<file path="src/rtl/textlcd_pkg.sv">
// Shared constants, FSM state type and character helpers for the textlcd_2 LCD driver.
package textlcd_pkg;

  localparam logic [7:0] CmdFunc   = 8'h38;
  localparam logic [7:0] CmdDisp   = 8'h0C;
  localparam logic [7:0] CmdEntry  = 8'h06;
  localparam logic [7:0] CmdClear  = 8'h01;
  localparam logic [7:0] CmdL1Addr = 8'h80;
  localparam logic [7:0] CmdL2Addr = 8'hC0;
  localparam logic [7:0] ChrSpace  = 8'h20;

  typedef enum logic [3:0] {
    StPwrup,
    StFunc,
    StDisp,
    StEntry,
    StClear,
    StL1Addr,
    StL1Chr,
    StL2Addr,
    StL2Chr
  } lcd_st_e;

  localparam int unsigned NumModes = 4;
  localparam logic [NumModes-1:0][31:0] ModeKey  = {32'd5, 32'd2, 32'd1, 32'd0};
  localparam logic [NumModes-1:0][31:0] ModeName = {"SET ", "STOP", "RUN ", "IDLE"};

  // Whole-word match: anything not in the table shows as "????".
  function automatic logic [31:0] mode_name(input logic [31:0] st);
    logic [31:0] name;
    name = "????";
    for (int i = 0; i < NumModes; i++) begin
      if (st == ModeKey[i]) name = ModeName[i];
    end
    return name;
  endfunction

  function automatic logic [7:0] nib2ascii(input logic [3:0] n);
    return (n < 4'd10) ? (8'h30 + {4'd0, n}) : (8'h37 + {4'd0, n});
  endfunction

endpackage

</file>
<file path="src/rtl/textlcd_char_gen.sv">
// Combinational character generator: line 1 "MODE <name>", line 2 "ST=0x<hex>".
module textlcd_char_gen
  import textlcd_pkg::*;
(
  input  logic [31:0] state_i,
  input  logic        line_i,
  input  logic [3:0]  col_i,
  output logic [7:0]  char_o
);

  logic [31:0] name;
  assign name = mode_name(state_i);

  always_comb begin
    char_o = ChrSpace;
    case (col_i)
      4'd0:    char_o = line_i ? "S" : "M";
      4'd1:    char_o = line_i ? "T" : "O";
      4'd2:    char_o = line_i ? "=" : "D";
      4'd3:    char_o = line_i ? "0" : "E";
      4'd4:    char_o = line_i ? "x" : ChrSpace;
      4'd5:    char_o = line_i ? nib2ascii(state_i[31:28]) : name[31:24];
      4'd6:    char_o = line_i ? nib2ascii(state_i[27:24]) : name[23:16];
      4'd7:    char_o = line_i ? nib2ascii(state_i[23:20]) : name[15:8];
      4'd8:    char_o = line_i ? nib2ascii(state_i[19:16]) : name[7:0];
      4'd9:    char_o = line_i ? nib2ascii(state_i[15:12]) : ChrSpace;
      4'd10:   char_o = line_i ? nib2ascii(state_i[11:8])  : ChrSpace;
      4'd11:   char_o = line_i ? nib2ascii(state_i[7:4])   : ChrSpace;
      4'd12:   char_o = line_i ? nib2ascii(state_i[3:0])   : ChrSpace;
      default: char_o = ChrSpace;
    endcase
  end

endmodule

</file>
<file path="src/rtl/textlcd_2.sv">
// HD44780 2x16 write-only driver: timed init sequence, then continuous two-line refresh
// showing a mode name and the hex value of a software state word.
module textlcd_2
  import textlcd_pkg::*;
#(
  parameter int unsigned TICK_CYCLES   = 25000,
  parameter int unsigned POWERUP_TICKS = 20,
  parameter int unsigned CLEAR_TICKS   = 2,
  parameter int unsigned EN_SETUP      = 2,
  parameter int unsigned EN_WIDTH      = 12
) (
  input  logic        clk,
  input  logic        resetn,
  input  logic [31:0] state,
  output logic        lcd_rs,
  output logic        lcd_rw,
  output logic        lcd_en,
  output logic [7:0]  lcd_data
);

  localparam int unsigned CntW = (TICK_CYCLES > 1) ? $clog2(TICK_CYCLES) : 1;

  lcd_st_e         fsm_q, fsm_d;
  logic [CntW-1:0] cnt_q, cnt_d;
  logic [7:0]      sub_q, sub_d;
  logic [31:0]     snap_q, snap_d;
  logic            rs_q, rs_d;
  logic [7:0]      data_q, data_d;
  logic            strobe_q, strobe_d;
  logic            step_end;
  logic [7:0]      chr;

  assign step_end = (cnt_q == CntW'(TICK_CYCLES - 1));
  assign cnt_d    = step_end ? '0 : cnt_q + 1'b1;

  // Characters come only from the per-frame snapshot so a frame never tears.
  textlcd_char_gen u_char_gen (
    .state_i (snap_q),
    .line_i  (fsm_d == StL2Chr),
    .col_i   (sub_d[3:0]),
    .char_o  (chr)
  );

  always_comb begin
    fsm_d    = fsm_q;
    sub_d    = sub_q;
    snap_d   = snap_q;
    rs_d     = rs_q;
    data_d   = data_q;
    strobe_d = strobe_q;
    if (step_end) begin
      sub_d = '0;
      unique case (fsm_q)
        StPwrup:  if (sub_q == 8'(POWERUP_TICKS - 1)) fsm_d = StFunc; else sub_d = sub_q + 8'd1;
        StFunc:   fsm_d = StDisp;
        StDisp:   fsm_d = StEntry;
        StEntry:  fsm_d = StClear;
        StClear:  if (sub_q == 8'(CLEAR_TICKS - 1)) fsm_d = StL1Addr; else sub_d = sub_q + 8'd1;
        StL1Addr: fsm_d = StL1Chr;
        StL1Chr:  if (sub_q == 8'd15) fsm_d = StL2Addr; else sub_d = sub_q + 8'd1;
        StL2Addr: fsm_d = StL2Chr;
        StL2Chr:  if (sub_q == 8'd15) fsm_d = StL1Addr; else sub_d = sub_q + 8'd1;
        default:  fsm_d = StPwrup;
      endcase

      if (fsm_d == StL1Addr) snap_d = state;

      // Outputs for the step about to start.
      strobe_d = 1'b1;
      rs_d     = 1'b0;
      unique case (fsm_d)
        StPwrup:  strobe_d = 1'b0;
        StFunc:   data_d = CmdFunc;
        StDisp:   data_d = CmdDisp;
        StEntry:  data_d = CmdEntry;
        StClear: begin
          data_d   = CmdClear;
          strobe_d = (sub_d == 8'd0);
        end
        StL1Addr: data_d = CmdL1Addr;
        StL2Addr: data_d = CmdL2Addr;
        StL1Chr, StL2Chr: begin
          rs_d   = 1'b1;
          data_d = chr;
        end
        default:  strobe_d = 1'b0;
      endcase
    end
  end

  always_ff @(posedge clk or negedge resetn) begin
    if (!resetn) begin
      fsm_q    <= StPwrup;
      cnt_q    <= '0;
      sub_q    <= '0;
      snap_q   <= '0;
      rs_q     <= 1'b0;
      data_q   <= 8'h00;
      strobe_q <= 1'b0;
    end else begin
      fsm_q    <= fsm_d;
      cnt_q    <= cnt_d;
      sub_q    <= sub_d;
      snap_q   <= snap_d;
      rs_q     <= rs_d;
      data_q   <= data_d;
      strobe_q <= strobe_d;
    end
  end

  assign lcd_en   = strobe_q && (32'(cnt_q) >= EN_SETUP) && (32'(cnt_q) < EN_SETUP + EN_WIDTH);
  assign lcd_rs   = rs_q;
  assign lcd_data = data_q;
  assign lcd_rw   = 1'b0;

endmodule

</file>
<file path="config.mk">
export PLATFORM = sky130hd
export DESIGN_NAME = textlcd_2
export DESIGN_NICKNAME = d
export VERILOG_FILES = /design/src/rtl/textlcd_pkg.sv /design/src/rtl/textlcd_char_gen.sv /design/src/rtl/textlcd_2.sv
export SDC_FILE = /design/constraint.sdc
export NUM_CORES = 1
export LEC_CHECK = 0
export ABC_AREA = 1
export BUFFER_PORTS_ARGS = -buffer_cell sky130_fd_sc_hd__buf_2
export CAP_MARGIN = 20
export CELL_PAD_IN_SITES_DETAIL_PLACEMENT = 0
export CELL_PAD_IN_SITES_GLOBAL_PLACEMENT = 2
export CORE_MARGIN = 2
export CORE_UTILIZATION = 34
export DETAILED_ROUTE_END_ITERATION = 10
export PLACE_DENSITY_LB_ADDON = 0.3
export SLEW_MARGIN = 40
export SYNTH_ARGS = -nofsm -noshare
export SYNTH_HDL_FRONTEND = slang
export SYNTH_HIERARCHICAL = 1
export SYNTH_SLANG_ARGS = --single-unit
</file>
<file path="constraint.sdc">
create_clock -name clk -period 3.05 [get_ports clk]
set_input_delay 0.61 -clock clk [delete_from_list [all_inputs] [get_ports clk]]
set_output_delay 0.61 -clock clk [all_outputs]
set_load 0.05 [all_outputs]
</file>
==> results.toml, run 1 <==
[sta]
worstMarginPinSlew_ps = 719.8
hold_violations = 0
fin_crit_sh = 0.9495
fin_skew_ps = 7.466
fmax_mhz = 345.3
slew_headroom = 0.5201
setup_violations = 0
fin_crit_ps = 2896
fin_ws_ps = 154.2
maxSlewViolCount = 0

[power_and_ir_drop]
leakage_uw = 0.004031
peakVddDrop_mv = 0.2544
power_uw = 1949
powerDensity_nw_per_um2 = 264.4

[critical_path]
crit_family = "simple AND/OR/NAND/NOR gates"
cp.arrival_ps = 3130
cp-start-kind = "register"
path_class = "register to register"
crit_buf_inv = 6
crit_top_cell = "nand2_1"
r2r_slack_ps = 150
startpoint = "sub_q[1]$_DFF_PN0_"
max_stage_delay_ps = 390
critPathCaptureType = "register"
r2r_start = "sub_q[1]$_DFF_PN0_"
slowest_stage = "dfrtp_1"
path_max_fanout = 9
cp.required_ps = 3290

[placed_design]
port_buffers = 43
pre_cts_slack_ps = -95.84
dp_hpwl_um = 12840
gp_congestion = 0.8768
dp.cells = 1213

[detailed_routing]
viasPerCell = 4.682
wire_per_inst_um = 13.43
postRouteAntennaNets = 0
vias = 5815
totalWireLength_um = 16680
dr.pass1.iters = 5
drtIter0Drc = 290
drc = 0

[global_route]
track_usage = 0.1875
antenna_found_initial = 0
grt_pass1_vias = 5415
grt_overflow = 0
grt_pass1_wl_um = 27150
grt_max_degree = 70

[die]
die_w_um = 135.8
fp.coreArea_um2 = 17120
design.die.area_um2 = 18430
num_rows = 48
start_util = 0.3448
io_pins = 45
die_h_um = 135.8

[synthesis]
ys_warn_count = 6
synth_edf_count = 0
synth_top_flop_cell = "dfrtp_1"
async_flop_share = 1.000
yosys.area.top_type_share = 0.2926
synth.most_common_cell = "nand2_1"
syn_inst = 907
postSynthAreaPerCell_um2 = 6.507
yosysUniqueCellTypes = 40
synth_seq_area_share = 0.2926
synth.area.top_cells = "dfrtp_1 29%, nand2_1 14%, inv_1 9.1%, nor2_1 7.0%, o21ai_0 5.1%"
syn_area_um2 = 5902
synth_top_area_cell = "dfrtp_1"
synthTopCellsByCount = "223 x nand2_1, 143 x inv_1, 110 x nor2_1"
synth_nets = 962
synth_seq_cells = 69

[cts]
h-tree-depth = 3
clockBufferDepth = 2
clock-root-buffer = "clkbuf_16"
insertion_delay_ps = 350
cts_hold_buffers = 0
cts.sinks = 69
cts_tree = "done"
cts_buffers = 9
path_clk_slew_ps = 60

[finish]
fin_nets = 1068
antenna_cells = 0
fillCellCount = 1888
fin_util = 0.4307
layout-drive-gt1-share = 0.2793
area_growth_pct = 24.91
stdcell_count = 1242

[run_status]
status = "finished, final reports clean"

[hold_path]
hp-class = "primary input to asynchronous set/reset pin"

[run]
drv_cap = 0
per-layer routing:
metal | GRT usage | vias to the layer above | share of wire
li1 | - | 3077 | -
met1 | 0.2580 | 2642 | 0.49
met2 | 0.3086 | 86 | 0.47
met3 | 0.02170 | 10 | 0.028
met4 | 0.05613 | 0 | 0.0097
met5 | 0 | - | 0
path summary, 6_finish.rpt:
kind / cells past startpoint / end
worst max-delay path: 27 / lcd_data[0]$_DFFE_PN0P_
worst min-delay path: 1 / snap_q[4]$_DFFE_PN0P_
worst max register to register: 27 / lcd_data[0]$_DFFE_PN0P_
worst min register to register: 2 / lcd_data[7]$_DFFE_PN0P_
max in group asynchronous: 1 / sub_q[2]$_DFF_PN0_
min in group clk: 2 / lcd_data[7]$_DFFE_PN0P_
metrics by stage:
| stage | TNS, ps | hold slack (ps) | area (um2) |
|---|---|---|---|
| after detailed placement | -159.3 | 468.5 | 6733 |
| after global routing | -135.2 | 347.1 | 7372 |
| final | 0 | 219.6 | 7372 |
| after floorplan | 0 | 314.4 | 5902 |
| after global placement | -147.1 | 470.7 | 6729 |
| after CTS | 0 | 312.0 | 7014 |
repair_timing:
action                     CTS  global route
gates resized for setup      7            66
pin swaps                    1            26
setup endpoints to repair    2             7
buffers inserted             0            13
cloned                       0             1
flip-flops by register name, indices dropped and copies added (netlist names):
signal    cells
cnt_q        15
fsm_q         4
lcd_data      8
lcd_rs        1
snap_q       32
strobe_q      1
sub_q         8
where the power goes:
group          internal (uW)  switching, uW  total, uW
sequential               916              0        916
clock                    565            414        979
combinational           18.4           35.6       54.0
total                   1500            450       1950
cell families after synthesis:
kind of cell | synth area share
other | 0.001272
adder cells (fa/ha/maj) | 0.04452
XOR/XNOR | 0.007420
buffers and inverters | 0.1217
flip-flops | 0.2926
AND/OR/NAND/NOR | 0.3763
AO/OA/AOI/OAI | 0.1562
cell usage in the layout (no fill, tap or decap), types with 2 or more instances in the layout:
| cell type | instances |
|---|---|
| clkbuf_16 | 10 |
| buf_4 | 59 |
| o21ai_2 | 39 |
| clkinvlp_4 | 2 |
| ha_1 | 19 |
| nand3_4 | 3 |
| a21oi_1 | 36 |
| dfrtp_1 | 68 |
| nor4_1 | 2 |
| o31ai_1 | 3 |
| buf_12 | 3 |
| inv_1 | 138 |
| conb_1 | 2 |
| nor3_1 | 6 |
| buf_2 | 42 |
| nand2_4 | 2 |
| nor2_4 | 12 |
| nand3_2 | 12 |
| inv_2 | 21 |
| nor2_2 | 21 |
| a31oi_1 | 5 |
| o21ai_1 | 7 |
| nand3b_1 | 3 |
| nor2_1 | 99 |
| nand3_1 | 52 |
| nor3_2 | 3 |
| xor2_1 | 4 |
| clkinv_2 | 2 |
| o21ai_0 | 51 |
| nand2_1 | 217 |
| a21oi_4 | 2 |
| buf_6 | 6 |
| nand2_2 | 28 |
| nand4_1 | 16 |
| a21oi_2 | 5 |
area by class of cell:
type	instances	area (um2)	share of cell area
Multi-Input combinational cell	662	3686	0.5000
Clock buffer	11	242.7	0.03293
Inverter	160	603.1	0.08181
Sequential cell	69	1728	0.2344
Clock inverter	4	25.02	0.003394
Timing Repair Buffer	111	805.8	0.1093
Tap cell	225	281.5	0.03819
Power figures use the tool's default switching activity.
==> run 2: changes to the inputs <==
Settings changed: CORE_UTILIZATION 34 to 31.
==> run 2 against run 1 <==
  * Design area up 0.65%
  * Non-clock buffer count shrank 3
  * Critical path depth shrank 5
  * Combinational power is essentially flat
  * Final cell count rose by 0.64%
  * Global-route usage is 1.6 points lower
  * Worst hold slack improved by 60 ps
  * Register-to-register slack improved by 40 ps
  * Routed wire length up 0.50%
  * First-iteration DRC count increased by 15%
  * Clock-buffer cell count is 2 lower
  * Clock skew rose by 2.3 ps
==> results.toml, run 2 (synthesis gave the netlist of run 1 again) <==
[finish]
fin_nets = 1066
final_common_cell = "nand2_1"
mostFrequentLayoutCells = "213 x nand2_1, 135 x inv_1, 101 x nor2_1"
largest_reg_flops = 32
area_growth_pct = 25.72
fin_util = 0.3967
antenna_cells = 0
regMostFlops = "snap_q"
layout-drive-gt1-share = 0.2825
largestRegisters = "snap_q x32, cnt_q x15"

[die]
start_util = 0.3155
num_rows = 50
design.die.area_um2 = 20160
fp.coreArea_um2 = 18710
io_pins = 45
die_h_um = 142.0
die_w_um = 142.0

[global_route]
grt_pass1_vias = 5466
track_usage = 0.1714
grt_max_degree = 70
grt_overflow = 0
antenna_found_initial = 0
grt_pass1_wl_um = 27540

[cts]
h-tree-depth = 3
cts_tree = "done"
insertion_delay_ps = 350
cts_hold_buffers = 0
cts_buffers = 9
clock-root-buffer = "clkbuf_16"
cts.sinks = 69
path_clk_slew_ps = 60
clockBufferDepth = 2

[sta]
slew_headroom = 0.5509
tns_ps = 0
holdWs_ps = 279.9
fmax_mhz = 350.6
fin_skew_ps = 9.789
worstMarginPinSlew_ps = 673.6
hold_violations = 0
rsz0062_at_grt = "true"
fin_crit_ps = 2852
maxSlewViolCount = 0
fin_ws_ps = 198.1
setup_violations = 0
fin_crit_sh = 0.9350

[critical_path]
path_max_fanout = 11
path_class = "register to register"
critPathCaptureType = "register"
cp.required_ps = 3270
cp.arrival_ps = 3070
cp-start-kind = "register"
r2r_slack_ps = 200

[power_and_ir_drop]
leakage_uw = 0.004037
peakVddDrop_mv = 0.2509
powerDensity_nw_per_um2 = 288.4

[placed_design]
pre_cts_slack_ps = 22.20
dp_hpwl_um = 12750
port_buffers = 43
gp_congestion = 0.8599

[hold_path]
hp-class = "primary input to asynchronous set/reset pin"

[run_status]
status = "finished, final reports clean"

[detailed_routing]
drtIter0Drc = 333
wire_per_inst_um = 13.41
drc = 0
totalWireLength_um = 16770
dr.pass1.iters = 5
vias = 5833
viasPerCell = 4.666
postRouteAntennaNets = 0

[run]
drv_cap = 0
[run 2: changes by cell type in the layout (fill, tap and decap cells not counted), sizes merged]
cell / before / now
clkinv: 2 / 5
bufinv: 0 / 2
clkinvlp: 2 / 1
buf: 110 / 107
clkbuf: 12 / 10
[run 2: metal layers]
metal	track usage	share of wire
met5	0	0
met4	0.06789	0.022
met3	0.02355	0.028
met2	0.2703	0.45
met1	0.2375	0.50
[run 2: power breakdown]
group          total [uW]  switching (uW)  internal, uW
Combinational        54.1            35.7          18.4
Clock                1170             450           720
Sequential            915               0           915
[run 2: layout make-up]
| type | count | area, um2 |
|---|---|---|
| clock inverter | 7 | 98.84 |
| sequential | 69 | 1728 |
| timing repair inverter | 1 | 5.005 |
| clock buffer | 9 | 225.2 |
| inverter | 160 | 605.6 |
| fill | 2055 | 11290 |
| timing repair buffer | 108 | 804.5 |
| multi-input combinational | 662 | 3660 |
| tap | 234 | 292.8 |
[run 2: repair_timing]
item / 4_1_cts / 5_1_grt
gates resized for setup: 1 / 73
buffers inserted: 0 / 20
cloned: 0 / 2
setup endpoints to repair: 1 / 7
pin swaps: 0 / 26
[run 2: worst max-delay path: stages, from the launching register on]
cell and delay [ps]:
dfrtp_1 420, ha_4 160, nand2_2 60, nor2_4 120
nand3_2 110, nand2_2 110, nand2_1 70, nand2_2 100
nand2_2 70, inv_2 60, nor2_2 50, nand3_2 70
nor2_4 50, buf_12 140, buf_12 140, nand3_2 90
o21ai_0 100, a211oi_1 280, nand2_1 90, nor2_1 160
nand3_1 130, nand2_1 90, a21oi_1 60
[run 2: path summary, 6_finish.rpt]
path,from,cells past startpoint,end
worst max-delay path,sub_q[1]$_DFF_PN0_,22,lcd_data[5]$_DFFE_PN0P_
max in group asynchronous,resetn,1,cnt_q[3]$_DFF_PN0_
worst min-delay path,resetn,1,snap_q[5]$_DFFE_PN0P_
worst min register to register,lcd_data[2]$_DFFE_PN0P_,2,lcd_data[2]$_DFFE_PN0P_
min in group clk,lcd_data[2]$_DFFE_PN0P_,2,lcd_data[2]$_DFFE_PN0P_
worst max register to register,sub_q[1]$_DFF_PN0_,22,lcd_data[5]$_DFFE_PN0P_
[run 2: per-stage QoR]
stage	power (uW)	instances	instance area, um2
after global placement	989.0	1213	6673
after detailed placement	989.5	1213	6676
final	2139	1250	7420
after CTS	2186	1229	7004
after floorplan	949.3	907	5902
after global routing	2224	1250	7420
